`src/rtl/mdu_iter.sv`:
```
// Iterative RV32M-style multiply/divide unit: one result bit per cycle,
// shift-add multiply and restoring divide sharing a single accumulator.
module mdu_iter #(
  parameter int NB_DATA = 32,
  parameter int NB_OP   = 3
) (
  input  logic               i_clk,
  input  logic               i_rst_n,
  input  logic               i_valid,
  input  logic [NB_OP-1:0]   i_op,
  input  logic [NB_DATA-1:0] i_data1,
  input  logic [NB_DATA-1:0] i_data2,
  input  logic               i_kill,
  output logic               o_ready,
  output logic               o_valid,
  output logic [NB_DATA-1:0] o_result,
  output logic               o_zero
);

  localparam int NB_CNT = $clog2(NB_DATA) + 1;

  localparam logic [1:0] ST_IDLE = 2'd0;
  localparam logic [1:0] ST_CALC = 2'd1;
  localparam logic [1:0] ST_DONE = 2'd2;

  localparam logic [NB_DATA-1:0] MIN_NEG  = {1'b1, {(NB_DATA-1){1'b0}}};
  localparam logic [NB_CNT-1:0]  LAST_CNT = NB_CNT'(NB_DATA - 1);

  logic [1:0]           state;
  logic [NB_CNT-1:0]    cnt;
  logic [2:0]           op_q;
  logic                 neg_q;
  logic [NB_DATA-1:0]   opnd;
  logic [2*NB_DATA-1:0] acc;

  logic [2:0]         op_in;
  logic               a_signed;
  logic               b_signed;
  logic               neg_a;
  logic               neg_b;
  logic               res_neg;
  logic               div_zero;
  logic               div_ovf;
  logic [NB_DATA-1:0] mag_a;
  logic [NB_DATA-1:0] mag_b;
  logic [NB_DATA-1:0] special_res;

  assign op_in = i_op[2:0];

  // REM takes the dividend's sign; MULHSU leaves B unsigned; unsigned ops never negate.
  always_comb begin
    a_signed    = (op_in == 3'b000) || (op_in == 3'b001) || (op_in == 3'b010) ||
                  (op_in == 3'b100) || (op_in == 3'b110);
    b_signed    = a_signed && (op_in != 3'b010);
    neg_a       = a_signed && i_data1[NB_DATA-1];
    neg_b       = b_signed && i_data2[NB_DATA-1];
    mag_a       = neg_a ? -i_data1 : i_data1;
    mag_b       = neg_b ? -i_data2 : i_data2;
    res_neg     = (op_in[2] && op_in[1]) ? neg_a : (neg_a ^ neg_b);
    div_zero    = op_in[2] && (i_data2 == '0);
    div_ovf     = op_in[2] && !op_in[0] && (i_data1 == MIN_NEG) && (i_data2 == '1);
    special_res = div_zero ? (op_in[1] ? i_data1 : '1) : (op_in[1] ? '0 : i_data1);
  end

  logic [NB_DATA:0]     mul_sum;
  logic [2*NB_DATA-1:0] mul_next;
  logic [NB_DATA:0]     div_shift;
  logic                 div_ge;
  logic [NB_DATA-1:0]   div_diff;
  logic [NB_DATA-1:0]   div_rem;
  logic [2*NB_DATA-1:0] div_next;
  logic [2*NB_DATA-1:0] acc_next;
  logic [2*NB_DATA-1:0] mul_fixed;
  logic [NB_DATA-1:0]   div_pick;
  logic [NB_DATA-1:0]   div_fixed;
  logic [NB_DATA-1:0]   calc_res;

  // Multiply: acc = {partial, multiplier}; divide: acc = {remainder, dividend/quotient}.
  always_comb begin
    mul_sum   = {1'b0, acc[2*NB_DATA-1:NB_DATA]} + (acc[0] ? {1'b0, opnd} : '0);
    mul_next  = {mul_sum, acc[NB_DATA-1:1]};
    div_shift = {acc[2*NB_DATA-1:NB_DATA], acc[NB_DATA-1]};
    div_ge    = (div_shift >= {1'b0, opnd});
    div_diff  = div_shift[NB_DATA-1:0] - opnd;
    div_rem   = div_ge ? div_diff : div_shift[NB_DATA-1:0];
    div_next  = {div_rem, acc[NB_DATA-2:0], div_ge};
    acc_next  = op_q[2] ? div_next : mul_next;
    mul_fixed = neg_q ? -acc_next : acc_next;
    div_pick  = op_q[1] ? acc_next[2*NB_DATA-1:NB_DATA] : acc_next[NB_DATA-1:0];
    div_fixed = neg_q ? -div_pick : div_pick;
    if (op_q[2])
      calc_res = div_fixed;
    else if (op_q[1:0] == 2'b00)
      calc_res = mul_fixed[NB_DATA-1:0];
    else
      calc_res = mul_fixed[2*NB_DATA-1:NB_DATA];
  end

  always_ff @(posedge i_clk or negedge i_rst_n) begin
    if (!i_rst_n) begin
      state    <= ST_IDLE;
      cnt      <= '0;
      op_q     <= '0;
      neg_q    <= 1'b0;
      opnd     <= '0;
      acc      <= '0;
      o_result <= '0;
    end else begin
      case (state)
        ST_IDLE: begin
          if (i_valid && !i_kill) begin
            op_q  <= op_in;
            neg_q <= res_neg;
            if (div_zero || div_ovf) begin
              o_result <= special_res;
              state    <= ST_DONE;
            end else begin
              cnt   <= '0;
              opnd  <= op_in[2] ? mag_b : mag_a;
              acc   <= {{NB_DATA{1'b0}}, (op_in[2] ? mag_a : mag_b)};
              state <= ST_CALC;
            end
          end
        end
        ST_CALC: begin
          if (i_kill) begin
            state <= ST_IDLE;
          end else begin
            acc <= acc_next;
            cnt <= cnt + NB_CNT'(1);
            if (cnt == LAST_CNT) begin
              o_result <= calc_res;
              state    <= ST_DONE;
            end
          end
        end
        default: state <= ST_IDLE;
      endcase
    end
  end

  assign o_ready = (state == ST_IDLE);
  assign o_valid = (state == ST_DONE);
  assign o_zero  = (o_result == '0);

endmodule

```
`config.mk`:
```
export PLATFORM = sky130hd
export DESIGN_NAME = mdu_iter
export DESIGN_NICKNAME = d
export VERILOG_FILES = /design/src/rtl/mdu_iter.sv
export SDC_FILE = /design/constraint.sdc
export NUM_CORES = 1
export LEC_CHECK = 0
export BUFFER_PORTS_ARGS = -buffer_cell sky130_fd_sc_hd__buf_2
export CORE_MARGIN = 2
export CORE_UTILIZATION = 37
export DETAILED_ROUTE_END_ITERATION = 10
export PLACE_DENSITY = 0.6
export SYNTH_ARGS = -nofsm -noshare
export SYNTH_HDL_FRONTEND = slang
export SYNTH_SLANG_ARGS = --single-unit
```
`constraint.sdc`:
```
create_clock -name i_clk -period 6.49 [get_ports i_clk]
set_input_delay 0.649 -clock i_clk [delete_from_list [all_inputs] [get_ports i_clk]]
set_output_delay 0.649 -clock i_clk [all_outputs]
set_load 0.01 [all_outputs]
```
==> flow_summary.toml, run 1 <==
[hold_path]
hold_path.class = "in -> async"

[synthesis]
muxShareOfSynthArea_pct = 3.546
ys_async_sr_fraction_pct = 100.0
syn_area_per_cell_um2 = 7.103
synth.cell_area_um2 = 17150
synth.most_common_cell = "nand2_1"
synth_edf_count = 0
synth-compound-area-share_pct = 33.11
yosys_warnings = 0
synth_top_area_cell = "dfrtp_1"
synth_top_flop_cell = "dfrtp_1"
synth_top_family_by_area = "compound AO/OA/AOI/OAI gates"
synth_area_leaders = "dfrtp_1 20%, a21oi_1 7.4%, o21ai_0 6.9%, nand2_1 5.8%, nor2_1 5.5%"
ys_seq_area_share_pct = 20.43
syn_inst = 2414
ys_types = 107
synth_top_cells_by_count = "265 x nand2_1, 252 x a21oi_1, 249 x nor2_1, 238 x o21ai_0, 140 x dfrtp_1"
synth-simple-area-share_pct = 24.23
yosysTopAreaCellShare_pct = 20.43
synth_xor_area_share_pct = 7.866
synth_nets = 2557
synth_seq_cells = 140
synthAdderAreaFrac_pct = 5.342

[sta]
relSlewSlack_pct = 20.82
fin_setup_tns_ns = 0
maxSlewViolCount = 0
skew_ns = 0.01074
finalSetupViolCount = 0
rsz0062_at_grt = "false"
tightestPinTransition_ns = 1.158
layout_setup_ws_ns = 0.3191
hold_violations = 0
whs_ns = 0.06776
finalCriticalPeriod_ns = 6.171
final.period_utilization_pct = 95.08
timing.fmax_mhz = 162.1

[global_route]
grt_max_degree = 113
overflow = 0
track_usage_pct = 34.79
grt_pass1_vias = 17930
grt_pass1_wl_mm = 122.3
grt_antenna_before_repair = 4

[finish]
final_core_util_pct = 41.58
area_growth_pct = 10.53
fin_nets = 2587
drive_gt1_share_pct = 12.13

[critical_path]
cp.required_ns = 6.88
worstPathMaxFanout = 8
worst_path_max_delay_cell = "or4_1"
critPathArrivalTime_ns = 6.56
cp-start-kind = "flip-flop"
cpPeakStageDelay_ns = 0.61
path_class = "reg -> reg"
endpoint_kind = "flip-flop"
critPathTopFamily = "simple AND/OR/NAND/NOR gates"
crit_chain = "ha_1, a21o_1, a211oi_1, o211ai_1, or2_2, nor2_2, nand2_1, o21ai_0, ha_1, inv_1, a2111o_1, nor2_1, o21a_1, nand3_1, buf_4, or2_4, nor2_1, nand4_1, or4_1, nand2b_1, a31oi_1, o21ai_0, a32o_1"
cp.buffers_inverters = 2

[die]
die_area_um2 = 48080
core_um2 = 45580
rows = 78
io_pins = 106
die_x_um = 219.3
start_util_pct = 37.62
die_h_um = 219.3

[clocking]
cts.sinks = 140
h-tree-depth = 4
postCtsSetupRepairBufs = 0
clock_latency_ns = 0.50
cts_tree = "built"
clock_path_buffers = 2
cts-root-buf = "clkbuf_16"
ctsHoldBuffers = 0
clk_pin_slew_ns = 0.07
cts_resized = 0
numCtsBuffers = 17

[drt]
drt-initial-drc-count = 2561
routed_wl_mm = 84.02
vias = 19760
vias_per_cell = 6.454
drc = 0
drtAntennaViolNets = 0
drtPass1Iterations = 6
routedWlPerCell_um = 27.45

[status]
status = "finished clean"

[placed_design]
io_buffers = 105
place_congestion = 1.007
dpl.hpwl_mm = 66.25
place_ws_ns = 0.5362

[pwr]
finalPower_uw = 8333
power.leakage_uw = 0.007773
ir_drop_v = 0.0002387
p_per_area_nw_per_um2 = 439.7

[job]
drv_cap = 0
-- power by group --
group,internal [uW],leakage [uW],switching [uW]
clock network,585,0.000286,462
registers,1080,0.00180,337
logic,1960,0.00569,3910
total,3620,0.00777,4710
-- cells by family after synthesis --
group,count (synthesis)
multiplexers,58
AO/OA/AOI/OAI,880
flip-flops,140
AND/OR/NAND/NOR,873
adder cells (fa/ha/maj),72
buffers and inverters,237
XOR/XNOR,154
-- final cells by class --
class / instances / area [um^2]
Fill cell: 4853 / 26620
Clock inverter: 13 / 141.4
Antenna cell: 4 / 10.01
Tap cell: 600 / 750.7
Inverter: 70 / 262.8
Timing Repair Buffer: 178 / 1082
Sequential cell: 140 / 3510
Clock buffer: 19 / 452.9
Multi-Input combinational cell: 2037 / 12740
-- routing by layer --
layer,part of all wire (%),wire length [um],vias to the layer above,track usage (%)
met5,0,0,-,0
met2,44,36950,1010,53.10
met1,44,36640,9593,47.70
met3,8.0,6714,170,6.168
met4,4.4,3709,0,15.59
li1,-,-,8984,-
-- path summary, 6_finish.rpt --
kind	from	endpoint	slack, ns	cells past startpoint
max reg2reg	acc[61]	o_result[20]	0.32	23
min	i_rst_n	acc[54]	0.07	1
min in group i_clk	i_op[0]	op_q[0]	0.47	2
min reg2reg	cnt[0]	cnt[0]	0.50	1
max	acc[61]	o_result[20]	0.32	23
max in group asynchronous	i_rst_n	op_q[2]	5.04	2
-- per-stage QoR --
| step | cells | cell area (um^2) |
|---|---|---|
| floorplan | 2414 | 17150 |
| global placement | 3025 | 18350 |
| detailed placement | 3025 | 18350 |
| CTS | 3057 | 18940 |
| global route | 3057 | 18940 |
| finish | 3061 | 18950 |
-- sequential cells by signal, indices dropped and copies added (netlist names) --
signal and count:
opnd 32, op_q 3, cnt 6, acc 64, o_result 32, neg_q 1
state 2
-- cells in the final DEF (no fill, tap or decap), drive strengths merged, types with 43 or more instances in the layout --
cell / instances
o21ai: 242
nor2: 250
nand4: 45
nor3: 70
ha: 70
xor2: 68
a211oi: 51
inv: 68
dfrtp: 140
and2: 49
nand3: 53
buf: 178
o31ai: 43
a21oi: 252
nand2: 266
xnor2: 86
No activity file was read; power rests on OpenSTA's default activity.
==> inputs of run 2 (changes only) <==
--- a/config.mk
+++ b/config.mk
@@ -7,9 +7,10 @@
 export LEC_CHECK = 0
 export BUFFER_PORTS_ARGS = -buffer_cell sky130_fd_sc_hd__buf_2
 export CORE_MARGIN = 2
-export CORE_UTILIZATION = 37
+export CORE_UTILIZATION = 48
 export DETAILED_ROUTE_END_ITERATION = 10
-export PLACE_DENSITY = 0.6
+export PLACE_DENSITY = 0.72
+export RECOVER_POWER = 25
 export SYNTH_ARGS = -nofsm -noshare
 export SYNTH_HDL_FRONTEND = slang
 export SYNTH_SLANG_ARGS = --single-unit
==> run 2 against run 1 <==
The run now ends with max-capacitance violations, max-slew violations left. Count of clock-buffer cells in the layout fell by 2. Hold slack improved by 0.42 ns. Non-clock buffer count fell by 11. Die area fell by 23%. Register-to-register slack improved by 0.16 ns. Total power fell by 0.45%. Cell count fell by 4.9%. Clock skew rose by 0.0026 ns. Maximum frequency rose by 2.7%. Highest routed layer is now met5.
==> flow_summary.toml, run 2 (synthesis gave the netlist of run 1 again) <==
[hold_path]
hold_depth = 2
hold_path.class = "in -> reg"

[critical_path]
reg2reg_depth = 24
cp.required_ns = 6.89
worstPathMaxFanout = 8
crit_chain = "ha_1, a21o_1, a211oi_1, o211ai_1, or2_2, nor2_2, nand2_1, o21ai_0, ha_1, inv_1, a2111o_1, nor2_1, o21a_1, nand3_1, buf_4, or2_4, nor2_1, nand4_1, nor4_2, buf_4, a21oi_1, xnor2_1, a221oi_1, a221o_1"
cpPeakStageDelay_ns = 0.48
critPathTopFamily = "compound AO/OA/AOI/OAI gates"
path_class = "reg -> reg"
critPathArrivalTime_ns = 6.41
cp.buffers_inverters = 3
crit_cells = 24
cp-start-kind = "flip-flop"
worst_path_max_delay_cell = "a211oi_1"
endpoint_kind = "flip-flop"

[sta]
skew_ns = 0.01330
final.period_utilization_pct = 92.61
relSlewSlack_pct = -251.0
tightestPinTransition_ns = 5.265
maxSlewViolCount = 83
whs_ns = 0.4893
finalCriticalPeriod_ns = 6.010
fin_setup_tns_ns = 0
timing.fmax_mhz = 166.4
rsz0062_at_grt = "false"
hold_violations = 0
finalSetupViolCount = 0

[drt]
vias = 20080
drc = 0
vias_per_cell = 6.901
routedWlPerCell_um = 27.61
drtAntennaViolNets = 0
drtPass1Iterations = 6
drt-initial-drc-count = 2456
routed_wl_mm = 80.34

[global_route]
grt_pass1_vias = 18330
grt_antenna_before_repair = 11
grt_max_degree = 108
overflow = 0
track_usage_pct = 42.87
grt_pass1_wl_mm = 117.8

[die]
die_h_um = 193
rows = 69
die_area_um2 = 37250
die_x_um = 193
start_util_pct = 48.44
core_um2 = 35400
io_pins = 106

[clocking]
cts_tree = "built"
postCtsSetupRepairBufs = 0
ctsHoldBuffers = 0
cts_resized = 0
cts.sinks = 140
numCtsBuffers = 17
clock_path_buffers = 2
h-tree-depth = 4
clock_latency_ns = 0.46
cts-root-buf = "clkbuf_16"
clk_pin_slew_ns = 0.07

[finish]
fill_cells = 3579
largest_reg_flops = 64
final_core_util_pct = 52.87
largestRegisters = "acc x64, o_result x32, opnd x32"
top_register = "acc"
stdcell_count = 2910
final_common_cell = "nand2_1"
drive_gt1_share_pct = 11.69
final_cell_mix = "264 x nand2_1, 252 x a21oi_1, 246 x nor2_1, 238 x o21ai_0, 137 x dfrtp_1"
area_growth_pct = 9.150
fin_nets = 2576

[pwr]
share_comb_of_total_power_pct = 70.0
p_int_uw = 3615
p_per_area_nw_per_um2 = 443.2
power.leakage_uw = 0.007724
clkPwrFrac_pct = 12.8
ir_drop_v = 0.0002917
power_switching_uw = 4680
finalPower_uw = 8295
pwr-share-seq_pct = 17.2
switching_share_pct = 56.42

[status]
status = "complete, but fails checks"
violations = "max-capacitance violations, max-slew violations"

[placed_design]
io_buffers = 105
dpl.hpwl_mm = 62.33
place_congestion = 1.070
dp_cells = 2875

[job]
drv_cap = 1
run 2: changes by cell type in the layout (fill, tap and decap cells not counted), moves of 2 or more:
cell      delta
buf_4       -13
inv_6        +6
clkinv_2     -3
buf_12       +2
clkbuf_8     -2
run 2: path summary, 6_finish.rpt:
| path | startpoint | end | slack [ns] |
|---|---|---|---|
| max in group asynchronous | i_rst_n | opnd[28] | 1.45 |
| min | i_op[0] | op_q[0] | 0.49 |
| max | acc[61] | o_result[24] | 0.48 |
| max reg2reg | acc[61] | o_result[24] | 0.48 |
| min in group asynchronous | i_rst_n | acc[25] | 2.09 |
| min reg2reg | opnd[23] | opnd[23] | 0.50 |
run 2: power by group through the flow:
stage / clock (uW) / sequential (uW) / combinational (uW)
floorplan: 0 / 1260 / 3820
global placement: 0 / 1410 / 5560
detailed placement: 0 / 1430 / 5560
CTS: 1060 / 1410 / 5590
global route: 1100 / 1450 / 6160
finish: 1060 / 1420 / 5810
run 2: per-layer routing:
layer	vias to the layer above	track usage, %	part of all wire (%)
li1	8987	-	-
met1	9528	55.53	40
met2	1272	64.10	42
met3	280	11.49	11
met4	14	25.15	6.6
met5	-	0	0.11
run 2: area by class of cell:
cell class,count,area (um^2),area share (%)
diodes,3,7.507,0.04011
clock inverters,15,173.9,0.9293
inverters,70,262.8,1.404
flip-flops and latches,140,3510,18.75
well taps,461,576.8,3.082
repair buffers,167,1017,5.435
clock buffers,17,425.4,2.273
multi-input cells,2037,12740,68.08
run 2: metrics by stage:
stage / setup slack (ns) / cell area (um^2)
after floorplan: 0.7168 / 17150
after global placement: 0.7864 / 18120
after detailed placement: 0.7221 / 18120
after CTS: 0.6770 / 18720
after global routing: 0.2013 / 18710
final: 0.4798 / 18720
